<file path="src/rtl/uart_rx_dispatch.sv">
// Receive-side dispatcher: buffers UART words in a FIFO, offers the head word to the
// client named by its destination field, and drops it if the client stalls too long.
module uart_rx_dispatch #(
   parameter int DEPTH     = 4,
   parameter int TIMEOUT   = 1024,
   parameter int ERR_CNT_W = 8
) (
   input  logic                   clock,
   input  logic                   reset,
   input  logic [8:0]             rx_data,
   input  logic                   rx_done,
   input  logic                   rx_framing_error,
   output logic [3:0]             client_valid,
   output logic [6:0]             client_data,
   input  logic [3:0]             client_ready,
   output logic                   timeout_drop,
   output logic                   overflow,
   output logic [ERR_CNT_W-1:0]   err_count,
   output logic [$clog2(DEPTH):0] fifo_count,
   input  logic                   clear_status
);

   localparam int PTR_W = $clog2(DEPTH);
   localparam int CNT_W = PTR_W + 1;
   localparam int ST_W  = $clog2(TIMEOUT + 1);

   typedef enum logic [1:0] {S_IDLE, S_OFFER, S_DROP} state_t;

   state_t               state_q;
   logic [ST_W-1:0]      stall_q;
   logic [PTR_W-1:0]     rd_ptr_q, wr_ptr_q;
   logic [CNT_W-1:0]     count_q, count_d;
   logic [8:0]           mem_q [DEPTH];
   logic                 fe_q;
   logic                 overflow_q;
   logic [ERR_CNT_W-1:0] err_q;

   logic [8:0] head;
   logic [1:0] head_id;
   logic       offer, accept, pop, push;

   function automatic logic [ERR_CNT_W-1:0] sat_inc(input logic [ERR_CNT_W-1:0] v);
      return (&v) ? v : v + 1'b1;
   endfunction

   assign head    = mem_q[rd_ptr_q];
   assign head_id = head[8:7];
   assign offer   = (state_q == S_OFFER);
   // Only the addressed client's ready bit can complete the transfer.
   assign accept  = offer && client_ready[head_id];
   assign pop     = accept || (state_q == S_DROP);
   assign push    = rx_done && ((count_q != CNT_W'(DEPTH)) || pop);

   always_comb begin
      count_d = count_q;
      if (push && !pop)
         count_d = count_q + 1'b1;
      else if (pop && !push)
         count_d = count_q - 1'b1;
   end

   // Storage is data only; it needs no reset since count_q gates every read.
   always_ff @(posedge clock) begin
      if (push)
         mem_q[wr_ptr_q] <= rx_data;
   end

   always_ff @(posedge clock) begin
      if (reset) begin
         rd_ptr_q <= '0;
         wr_ptr_q <= '0;
         count_q  <= '0;
      end else begin
         count_q <= count_d;
         if (push)
            wr_ptr_q <= wr_ptr_q + 1'b1;
         if (pop)
            rd_ptr_q <= rd_ptr_q + 1'b1;
      end
   end

   always_ff @(posedge clock) begin
      if (reset) begin
         state_q <= S_IDLE;
         stall_q <= '0;
      end else begin
         case (state_q)
            S_IDLE: begin
               stall_q <= '0;
               if (count_q != '0)
                  state_q <= S_OFFER;
            end
            S_OFFER: begin
               if (accept) begin
                  stall_q <= '0;
                  state_q <= (count_d != '0) ? S_OFFER : S_IDLE;
               end else if (stall_q == ST_W'(TIMEOUT - 1)) begin
                  stall_q <= '0;
                  state_q <= S_DROP;
               end else begin
                  stall_q <= stall_q + 1'b1;
               end
            end
            S_DROP: begin
               stall_q <= '0;
               state_q <= S_IDLE;
            end
            default: begin
               stall_q <= '0;
               state_q <= S_IDLE;
            end
         endcase
      end
   end

   // Status: clear_status takes priority over any set or increment in the same cycle.
   always_ff @(posedge clock) begin
      if (reset) begin
         fe_q       <= 1'b0;
         overflow_q <= 1'b0;
         err_q      <= '0;
      end else begin
         fe_q <= rx_framing_error;
         if (clear_status) begin
            overflow_q <= 1'b0;
            err_q      <= '0;
         end else begin
            if (rx_done && !push)
               overflow_q <= 1'b1;
            if (rx_framing_error && !fe_q)
               err_q <= sat_inc(err_q);
         end
      end
   end

   assign client_valid = offer ? (4'b0001 << head_id) : 4'b0000;
   assign client_data  = offer ? head[6:0] : 7'd0;
   assign timeout_drop = (state_q == S_DROP);
   assign overflow     = overflow_q;
   assign err_count    = err_q;
   assign fifo_count   = count_q;

endmodule

</file>
<file path="config.mk">
export PLATFORM = sky130hd
export DESIGN_NAME = uart_rx_dispatch
export DESIGN_NICKNAME = d
export VERILOG_FILES = /design/src/rtl/uart_rx_dispatch.sv
export SDC_FILE = /design/constraint.sdc
export NUM_CORES = 1
export LEC_CHECK = 0
export BUFFER_PORTS_ARGS = -buffer_cell sky130_fd_sc_hd__buf_2
export CAP_MARGIN = 15
export CELL_PAD_IN_SITES_DETAIL_PLACEMENT = 0
export CELL_PAD_IN_SITES_GLOBAL_PLACEMENT = 1
export CORE_MARGIN = 2
export CORE_UTILIZATION = 46
export CTS_CLUSTER_DIAMETER = 100
export CTS_CLUSTER_SIZE = 12
export DETAILED_ROUTE_END_ITERATION = 10
export PLACE_DENSITY = 0.83
export SLEW_MARGIN = 25
export SYNTH_ARGS = -nofsm -noshare
export SYNTH_HDL_FRONTEND = slang
export SYNTH_SLANG_ARGS = --single-unit
</file>
<file path="constraint.sdc">
create_clock -name clock -period 3.2 [get_ports clock]
set_clock_uncertainty 0.1 [all_clocks]
set_input_delay 0.32 -clock clock [delete_from_list [all_inputs] [get_ports clock]]
set_output_delay 0.32 -clock clock [all_outputs]
set_load 0.01 [all_outputs]
</file>
# == Word-level counts from Yosys, hierarchy flattened ==
# Memory sizes are Yosys's and may differ from the RTL's. A register that Yosys moved wholly into a read port is not among the register bits.
# Cells that the tools add are included.
# op_classes
n_addsub,6
bitwise,2
reduce_logical,19
n_mux,15
shift,1
n_lt_le_gt_ge,1
eq_ne,6
# op_table
operator,n
11-bit by 1-bit adder with 11-bit output (second input constant),1
11-bit by 10-bit equality test with 1-bit output (second input constant),1
2-bit 2-to-1 mux,5
8-bit by 1-bit adder with 8-bit output (second input constant),1
8-bit AND reduction,1
7-bit 2-to-1 mux,1
1-bit logical AND,6
3-bit 2-to-1 mux,2
3-bit nonzero test,2
2-bit by 1-bit adder with 2-bit output (second input constant),2
1-bit 2-to-1 mux,4
4-bit 2-to-1 mux,1
2-bit case mux with 2 select lines,1
2-bit AND reduction,2
4-bit OR reduction,1
1-bit by 2-bit << shifter with 4-bit output (first input constant),1
3-bit by 1-bit adder with 3-bit output (second input constant),1
1-bit zero test,3
2-bit by 3-bit less-than comparator with 1-bit output (second input constant),1
3-bit by 1-bit inequality test with 1-bit output (second input constant),1
3-bit inequality test (second input constant),1
3-bit by 1-bit subtractor with 3-bit output (second input constant),1
1-bit binary-select mux with 2-bit select,1
2-bit by 1-bit equality test with 1-bit output (second input constant),1
6 further kinds,8
# totals
in_bits,18
mem_count,1
regBits,30
mem_bits_rw,36
word_cells,59
output_inout_bits,24
# mem_list
name,words,width,read_ports,rd_ports_with_merged_regs,write_ports,line_no,rtl
mem_q,4,9,1,1,1,33,logic [8:0] mem_q [DEPTH];

# == Logic depth before layout (Yosys ltp) ==
# Gate-level depths: netlist of the first run.
# depth
depth_word,14
ltp_mapped,7
depth_no_buf,7

# == Worst setup path before layout of the first run ==
# OpenSTA, ideal clock, no wires.
# synth_path
kind,reg-to-reg
startpoint,register (tool-made name)
endpoint,"memory mem_q[1][0], enable pin"
required_ps,2763
n_path_buf,1
arrival_time_ps,2024
setup_ps,337
stages_incl_launch_ff,7
path_slack_ps,738
period_less_slack_ps,2462
path_cell_list,dfxtp_1 -> buf_6 -> mux4_2 -> mux2i_2 -> o22a_2 -> a21oi_4 -> and2_1
# synth_rtl
element,line_no
to (decl),33

==> results of run 1 <==
-- worst reg2reg max path: stages (launching register included) --
cell,delay [ns]
dfxtp_1,0.56
mux4_2,0.46
mux2i_2,0.22
o22a_2,0.30
a21oi_4,0.23
and2_1,0.48
-- final timing paths --
| path | endpoint | slack (ns) | depth (start not counted) |
|---|---|---|---|
| hold reg to reg | overflow | 0.39 | 2 |
| setup reg to reg | mem_q[0][1] | 0.49 | 5 |
| hold / removal | mem_q[3][5] | 0.09 | 1 |
| setup / recovery | mem_q[0][1] | 0.49 | 5 |
-- area by class of cell --
| cell class | instances | share of cell area |
|---|---|---|
| Sequential cell | 68 | 0.489 |
| Multi-Input combinational cell | 157 | 0.360 |
| Timing Repair Buffer | 42 | 0.0604 |
| Clock buffer | 9 | 0.0352 |
| Tap cell | 77 | 0.0274 |
| Clock inverter | 7 | 0.0213 |
| Inverter | 7 | 0.00746 |
-- per-layer routing --
layer | wire [µm] | share of wire | track usage | vias to the layer above
met2 | 2570 | 0.47 | 0.261 | 44
met5 | 0 | 0 | 0 | -
met4 | 167 | 0.030 | 0.0924 | 0
met1 | 2580 | 0.47 | 0.213 | 937
met3 | 202 | 0.037 | 0.0399 | 15
li1 | - | - | - | 968
-- synthesized netlist by cell type, types with 2 or more instances --
master     count  area, µm²
ha_1           9        113
a21oi_1        5       25.0
and2_1         5       31.3
a211oi_1       2       15.0
mux2i_2        2       27.5
edfxtp_1      36       1080
nand4_1        7       43.8
or2_2          2       12.5
or3_1          3       18.8
nor3_1         4       20.0
o21ai_0        4       20.0
and3_1         5       31.3
o2111ai_1      2       17.5
nor2_2        10       62.6
nand2_1       11       41.3
nand3_1        5       25.0
a31oi_1        3       18.8
dfxtp_1       32        641
nor3b_1        2       15.0
nor2_1        21       78.8
mux4_1         7        184
nor2b_1        8       50.1
xor2_1        10       87.6
mux2i_1        2       20.0
inv_1          6       22.5
mux4_2         3       67.6
xnor2_1        6       52.6
-- power groups by stage --
stage          Sequential [mW]  Combinational, mW  Clock [mW]
4_1_cts                   1.09              0.661       0.723
3_3_place_gp              1.10              0.649           0
5_1_grt                   1.10              0.724       0.763
3_5_place_dp              1.11              0.655           0
2_1_floorplan             1.09              0.496           0
6_report                  1.09              0.655       0.703
-- logic make-up after synthesis --
family / count (synthesis) / share of synthesized area
simple gates: 94 / 0.176
mux: 14 / 0.0983
xor+xnor: 16 / 0.0461
fa+ha+maj: 9 / 0.0370
buf+inv: 12 / 0.0181
flops: 68 / 0.566
compound gates: 24 / 0.0584
-- flip-flops by register name, indices dropped and copies added (netlist names), named ones only --
signal,cells
stall_q,11
err_count,8
mem_q,36
fe_q,1
wr_ptr_q,2
rd_ptr_q,2
state_q,2
fifo_count,3
overflow,1
-- metrics by stage --
stage                     cells  setup slack (ns)  power (mW)  hold slack [ns]  instance area (µm²)
after floorplan             237             0.738        1.58            0.319                 3040
after global placement      351             0.589        1.75            0.358                 3320
after detailed placement    351             0.468        1.76            0.373                 3320
after CTS                   367             0.431        2.47           0.0804                 3520
after global routing        367             0.361        2.59           0.0817                 3520
final                       367             0.494        2.44           0.0918                 3520
==> metrics.md, run 1 <==
| Metric | Value |
|---|---|
| Core box area | 6390 µm² |
| Max incr delay on CP | 0.56 ns |
| Initial DRC count | 114 |
| Seq/Total Area, Yosys | 0.566 |
| Arrival @ worst endpoint | 2.59 ns |
| Worst setup SP type | flip-flop |
| Syn avg cell area | 12.8 µm² |
| PD cells | 694 nW/µm² |
| Internal power | 1.67 mW |
| Crit end category | flip-flop |
| Fmax | 0.369 GHz |
| Critical path class | reg2reg |
| Ys Warns | 0 |
| Die Height | 85.3 µm |
| Max-slew violation count | 0 |
| Nets | 312 |
| Max Buffers Root-to-Sink | 2 |
| Slew @ Worst Pin | 0.499 ns |
| Worst Path Buf+Inv | 0 |
| Largest net degree at the start of global routing | 14 |
| # rows | 29 |
| Number of flops mapped to enable cells by yosys | 36 |
| Drt drc | 0 |
| Die W | 85.3 µm |
| Distinct cells, synth | 52 |
| Fin crit share | 0.846 |
| CP Data Required Time | 3.09 ns |
| Commonest cells after routing, fill and taps aside | buf_2 (41), edfxtp_1 (36), dfxtp_1 (32), nor2_1 (21), nand2_1 (11) |
| Hold path start | rx_data[5] |
| RSZ-0062 raised after global routing | false |
| Total global-route track usage | 0.166 |
| Worst slew margin | 0.667 |
| Port bufs | 41 |
| DP Wirelength | 3870 µm |
| Crit-path max FO | 9 |
| # setup viols final | 0 |
| Post-cts repair resize count | 0 |
| #FFs+latches synth | 68 |
| Cts bufs inserted | 9 |
| Switching share of power | 0.316 |
| Total negative slack | 0 ns |
| Remaining Overflow, GRT | 0 |
| Status | finished clean |
| Maxcap violations | 0 |
| Vias | 1964 |
| Commonest non-fill, non-tap cell in the layout | buf_2 |
| Net Switching | 0.773 mW |
| I/O pins | 42 |
| Clk network pwr share | 0.288 |
| Cells along the critical path | mux4_2 > mux2i_2 > o22a_2 > a21oi_4 > and2_1 |
| FF+latch area | 1720 µm² |
| CTS tree | built |
| DR vias/cell | 5.35 |
| Min Tclk post-route | 2.71 ns |
| Part of the power in registers | 0.444 |
| CTS root buffer | clkbuf_8 |
| VDD IR-drop max | 0.000361 V |
| Worst-skew pair later-pin latency | 0.35 ns |
| Post-Syn Area | 3040 µm² |
| LEAKAGE | 1.32 nW |
| Worst min-delay path class | in2reg |
| CTS Sinks | 68 |
| Global placer's final weighted congestion | 0.860 |
| Combinational share of power | 0.268 |
| Post-Synthesis Cells | 237 |
| Routed wire length | 5520 µm |
| Initial antenna violation count | 0 |
| Net count after synthesis | 264 |
| Antenna fix cells | 0 |
| DR WL/cell | 15.1 µm |
| Footprint of the multi-input gates | 1270 µm² |
| Crit-path leading delay family | multiplexers |
| Reg clk slew, reported paths | 0.07 ns |
| First-pass DRT Iterations | 4 |
| H-Tree Depth | 3 |
| Hold Vio Cnt, Final | 0 |
| Remaining antenna violation count | 0 |
| Global-route wire length before repair | 9220 µm |
| Initial Utilization | 0.476 |
| Area grow syn2layout | 15.7% |
| Number of global-route vias before repair | 1964 |
| Post-CTS setup buffers | 0 |
| Post-layout util | 0.552 |
| Synth Flop Type | edfxtp_1 |
| Layout cell share with drive strength beyond 1 | 0.290 |
| Die area | 7280 µm² |
| Fillers | 552 |
| CTS Hold Buffers Added | 0 |
| CP max-delay cell | dfxtp_1 |
| Async SR Flop Fraction | 0 |
No activity file was read; power rests on OpenSTA's default activity.
==> inputs of run 2 (changes only) <==
ABC_AREA = 1   (was not set)
CORE_UTILIZATION = 43   (was 46)
PLACE_DENSITY = 0.82   (was 0.83)
clock period = 2.6 ns   (was 3.2 ns; I/O delays follow)
==> run 2 against run 1 <==
  * Wire length is 7.6% higher
  * Non-clock buffer count rose by 5
  * Total power up 24%
  * Via count is 12% higher
  * Cell area increased by 1.3%
  * Die area increased by 7.6%
  * First-iteration DRC count fell by 19%
  * Synthesized area rose by 0.95%
  * Count of clock-buffer cells in the layout grew 2
  * Synthesized cell count increased by 38%
  * Maximum frequency grew 20%
==> metrics.md, run 2 <==
| Metric | Value |
|---|---|
| Net count after synthesis | 354 (was 264) |
| Worst Hold Path Cells | 1 (unchanged) |
| Commonest cells in the netlist | nor2_1 (64), nand2_1 (41), inv_1 (39) (was edfxtp_1 (36), dfxtp_1 (32), nor2_1 (21)) |
| Cells along the critical path | inv_6 > nand2_2 > nand3_2 > nand2_2 > inv_1 > nand2_2 > nand3_4 > nand4_1 > nand2_1 > nor2_1 > buf_4 (was mux4_2 > mux2i_2 > o22a_2 > a21oi_4 > and2_1) |
| Global-route wire length before repair | 9870 µm (was 9220 µm) |
| Nets | 404 (was 312) |
| Most frequent CP cell | nand2_2 |
| Combinational share of power | 0.312 (was 0.268) |
| # placed instances | 462 (was 351) |
| First-pass DRT Iterations | 4 (unchanged) |
| DP Wirelength | 4510 µm (was 3870 µm) |
| Initial DRC count | 92 (was 114) |
| Total global-route track usage | 0.170 (was 0.166) |
| Initial Utilization | 0.447 (was 0.476) |
| # rows | 30 (was 29) |
| Global placer's final weighted congestion | 0.804 (was 0.860) |
| CTS Hold Buffers Added | 0 (unchanged) |
| Min Tclk post-route | 2.25 ns (was 2.71 ns) |
| Critical path class | reg2reg (unchanged) |
| Cts bufs inserted | 9 (unchanged) |
| FF+latch area | 1720 µm² (unchanged) |
| Met1 wire length | 2970 µm (was 2580 µm) |
| VDD IR-drop max | 0.000459 V (was 0.000361 V) |
| Core box area | 6870 µm² (was 6390 µm²) |
| Max FFs per register | 36 (unchanged) |
| Internal power | 1.94 mW (was 1.67 mW) |
| Die area | 7840 µm² (was 7280 µm²) |
| Remaining Overflow, GRT | 0 (unchanged) |
| Footprint of the multi-input gates | 1140 µm² (was 1270 µm²) |
| Synth Flop Type | edfxtp_1 (unchanged) |
| Max incr delay on CP | 0.54 ns (was 0.56 ns) |
| Vias | 2204 (was 1964) |
| Fin crit share | 0.866 (was 0.846) |
| Maxcap violations | 0 (unchanged) |
| LEAKAGE | 1.50 nW (was 1.32 nW) |
| Commonest cells after routing, fill and taps aside | nor2_1 (64), nand2_1 (41), buf_2 (41), inv_1 (39), edfxtp_1 (36) (was buf_2 (41), edfxtp_1 (36), dfxtp_1 (32), nor2_1 (21), nand2_1 (11)) |
| Hold Vio Cnt, Final | 0 (unchanged) |
| Arrival @ worst endpoint | 2.19 ns (was 2.59 ns) |
| Max-slew violation count | 0 (unchanged) |
| Worst slew margin | 0.648 (was 0.667) |
| Met2 routed WL | 2640 µm (was 2570 µm) |
| RR Endpoint | mem_q[3][6] (was mem_q[0][1]) |
| Met3 WL | 192 µm (was 202 µm) |
| Post-synth top area cell | edfxtp_1 (unchanged) |
| Fillers | 634 (was 552) |
| Async SR Flop Fraction | 0 (unchanged) |
| Highest routed layer | met4 (unchanged) |
| CTS root buffer | clkbuf_8 (unchanged) |
| #FFs+latches synth | 68 (unchanged) |
| Antenna fix cells | 0 (unchanged) |
| H-Tree Depth | 3 (unchanged) |
| FF-to-FF setup slack | 0.35 ns (was 0.49 ns) |
| Levels on crit path | 11 (was 5) |
| RSZ-0062 raised after global routing | false (unchanged) |
| DR vias/cell | 4.61 (was 5.35) |
| # setup viols final | 0 (unchanged) |
| CP Data Required Time | 2.54 ns (was 3.09 ns) |
| Status | finished clean (unchanged) |
| Crit-path leading delay family | simple AND/OR/NAND/NOR gates (was multiplexers) |
| CTS Sinks | 68 (unchanged) |
| CTS tree | built (unchanged) |
| Post-Synthesis Cells | 327 (was 237) |
| Remaining antenna violation count | 0 (unchanged) |
| Non-filler cells, final | 478 (was 367) |
| Max Buffers Root-to-Sink | 2 (unchanged) |
| FF-to-FF path depth | 11 (was 5) |
| I/O pins | 42 (unchanged) |
| Worst min-delay path class | in2reg (unchanged) |
| Area contributors post-synth | edfxtp_1 (35%), dfxtp_1 (21%), nor2_1 (7.8%) (was edfxtp_1 (36%), dfxtp_1 (21%), mux4_1 (6.0%)) |
| Clk network pwr share | 0.246 (was 0.288) |
| Port bufs | 41 (unchanged) |
| Commonest non-fill, non-tap cell in the layout | nor2_1 (was buf_2) |
| Count leader, synth | nor2_1 (was edfxtp_1) |
| Distinct cells, synth | 34 (was 52) |
| Switching share of power | 0.358 (was 0.316) |
| Share of the synthesized area in the top cell type | 0.352 (was 0.355) |
| Worst setup SP type | flip-flop (unchanged) |
| Drt drc | 0 (unchanged) |
| Final Power | 3.02 mW (was 2.44 mW) |
| Worst-skew pair later-pin latency | 0.33 ns (was 0.35 ns) |
| Layout cell share with drive strength beyond 1 | 0.223 (was 0.290) |
| Fmax | 0.444 GHz (was 0.369 GHz) |
| CP max-delay cell | dfxtp_1 (unchanged) |
| Slew @ Worst Pin | 0.526 ns (was 0.499 ns) |
| Reg clk slew, reported paths | 0.07 ns (about the same) |
| Crit end category | flip-flop (unchanged) |
| Area grow syn2layout | 16.2% (was 15.7%) |
| Initial antenna violation count | 0 (unchanged) |
| Biggest register | mem_q (unchanged) |
| Syn avg cell area | 9.39 µm² (was 12.8 µm²) |
| Routed wire length | 5950 µm (was 5520 µm) |
| PD cells | 847 nW/µm² (was 694 nW/µm²) |
| Crit-path max FO | 18 (was 9) |
| Hold path start | rx_data[5] (unchanged) |
| DR WL/cell | 12.4 µm (was 15.1 µm) |
| Number of flops mapped to enable cells by yosys | 36 (unchanged) |
| Die W | 88.5 µm (was 85.3 µm) |
| Largest net degree at the start of global routing | 19 (was 14) |
| Ys Warns | 0 (unchanged) |
| Worst Path Buf+Inv | 3 (was 0) |
| Post-CTS setup buffers | 0 (unchanged) |
| Post-Syn Area | 3070 µm² (was 3040 µm²) |
| Worst hold endpoint | mem_q[1][5] (was mem_q[3][5]) |
| Die Height | 88.5 µm (was 85.3 µm) |
| Part of the power in registers | 0.442 (was 0.444) |
| Total negative slack | 0 ns (unchanged) |
| Number of global-route vias before repair | 2111 (was 1964) |
| Net Switching | 1.08 mW (was 0.773 mW) |
| Post-cts repair resize count | 0 (unchanged) |
| Seq/Total Area, Yosys | 0.560 (was 0.566) |
-- run 2: worst reg2reg max path, cell delays in order, from the launching register on --
cell	delay (ns)
dfxtp_1	0.54
inv_6	0.13
nand2_2	0.09
nand3_2	0.06
nand2_2	0.13
inv_1	0.08
nand2_2	0.10
nand3_4	0.11
nand4_1	0.13
nand2_1	0.16
nor2_1	0.14
buf_4	0.19
-- run 2: metal layers --
metal	up-vias	GRT usage
met1	976	0.226
met2	46	0.256
met4	0	0.0868
met3	14	0.0476
met5	-	0
li1	1168	-
-- run 2: cells by family after synthesis --
group | Yosys count | share of synthesized area
compound gates | 43 | 0.0737
xor+xnor | 7 | 0.0200
fa+ha+maj | 9 | 0.0367
buf+inv | 49 | 0.0668
flops | 68 | 0.560
simple gates | 151 | 0.242
-- run 2: final cells by class --
type / instances / area share
well taps: 96 / 0.0337
flip-flops and latches: 68 / 0.482
clock buffers: 11 / 0.0368
clock inverters: 5 / 0.0109
inverters: 41 / 0.0452
multi-input cells: 210 / 0.321
repair buffers: 47 / 0.0701
-- run 2: worst max path at each step --
stage / endpoint / slack [ns] / from
after floorplan: mem_q[0][0] / 0.48 / flip-flop
after global placement: mem_q[3][0] / 0.39 / flip-flop
after detailed placement: mem_q[3][2] / 0.34 / flip-flop
after CTS: mem_q[3][2] / 0.34 / flip-flop
after global routing: mem_q[0][2] / 0.08 / flip-flop
final: mem_q[3][6] / 0.35 / flip-flop
-- run 2: power by group through the flow --
stage          combinational [mW]  sequential (mW)  clock [mW]
3_5_place_dp                0.946             1.36           0
3_3_place_gp                0.936             1.36           0
4_1_cts                     0.951             1.34       0.766
6_report                    0.942             1.34       0.744
5_1_grt                      1.09             1.35       0.809
2_1_floorplan               0.735             1.33           0
-- run 2: per-stage QoR --
stage	utilization	hold slack [ns]	worst slack, ns	cell area, µm²
floorplan	-	0.259	0.479	3070
global placement	0.495	0.332	0.387	3400
detailed placement	0.495	0.337	0.345	3400
CTS	0.519	0.0334	0.337	3570
global route	0.519	0.0285	0.0778	3570
finish	0.519	0.0501	0.348	3570
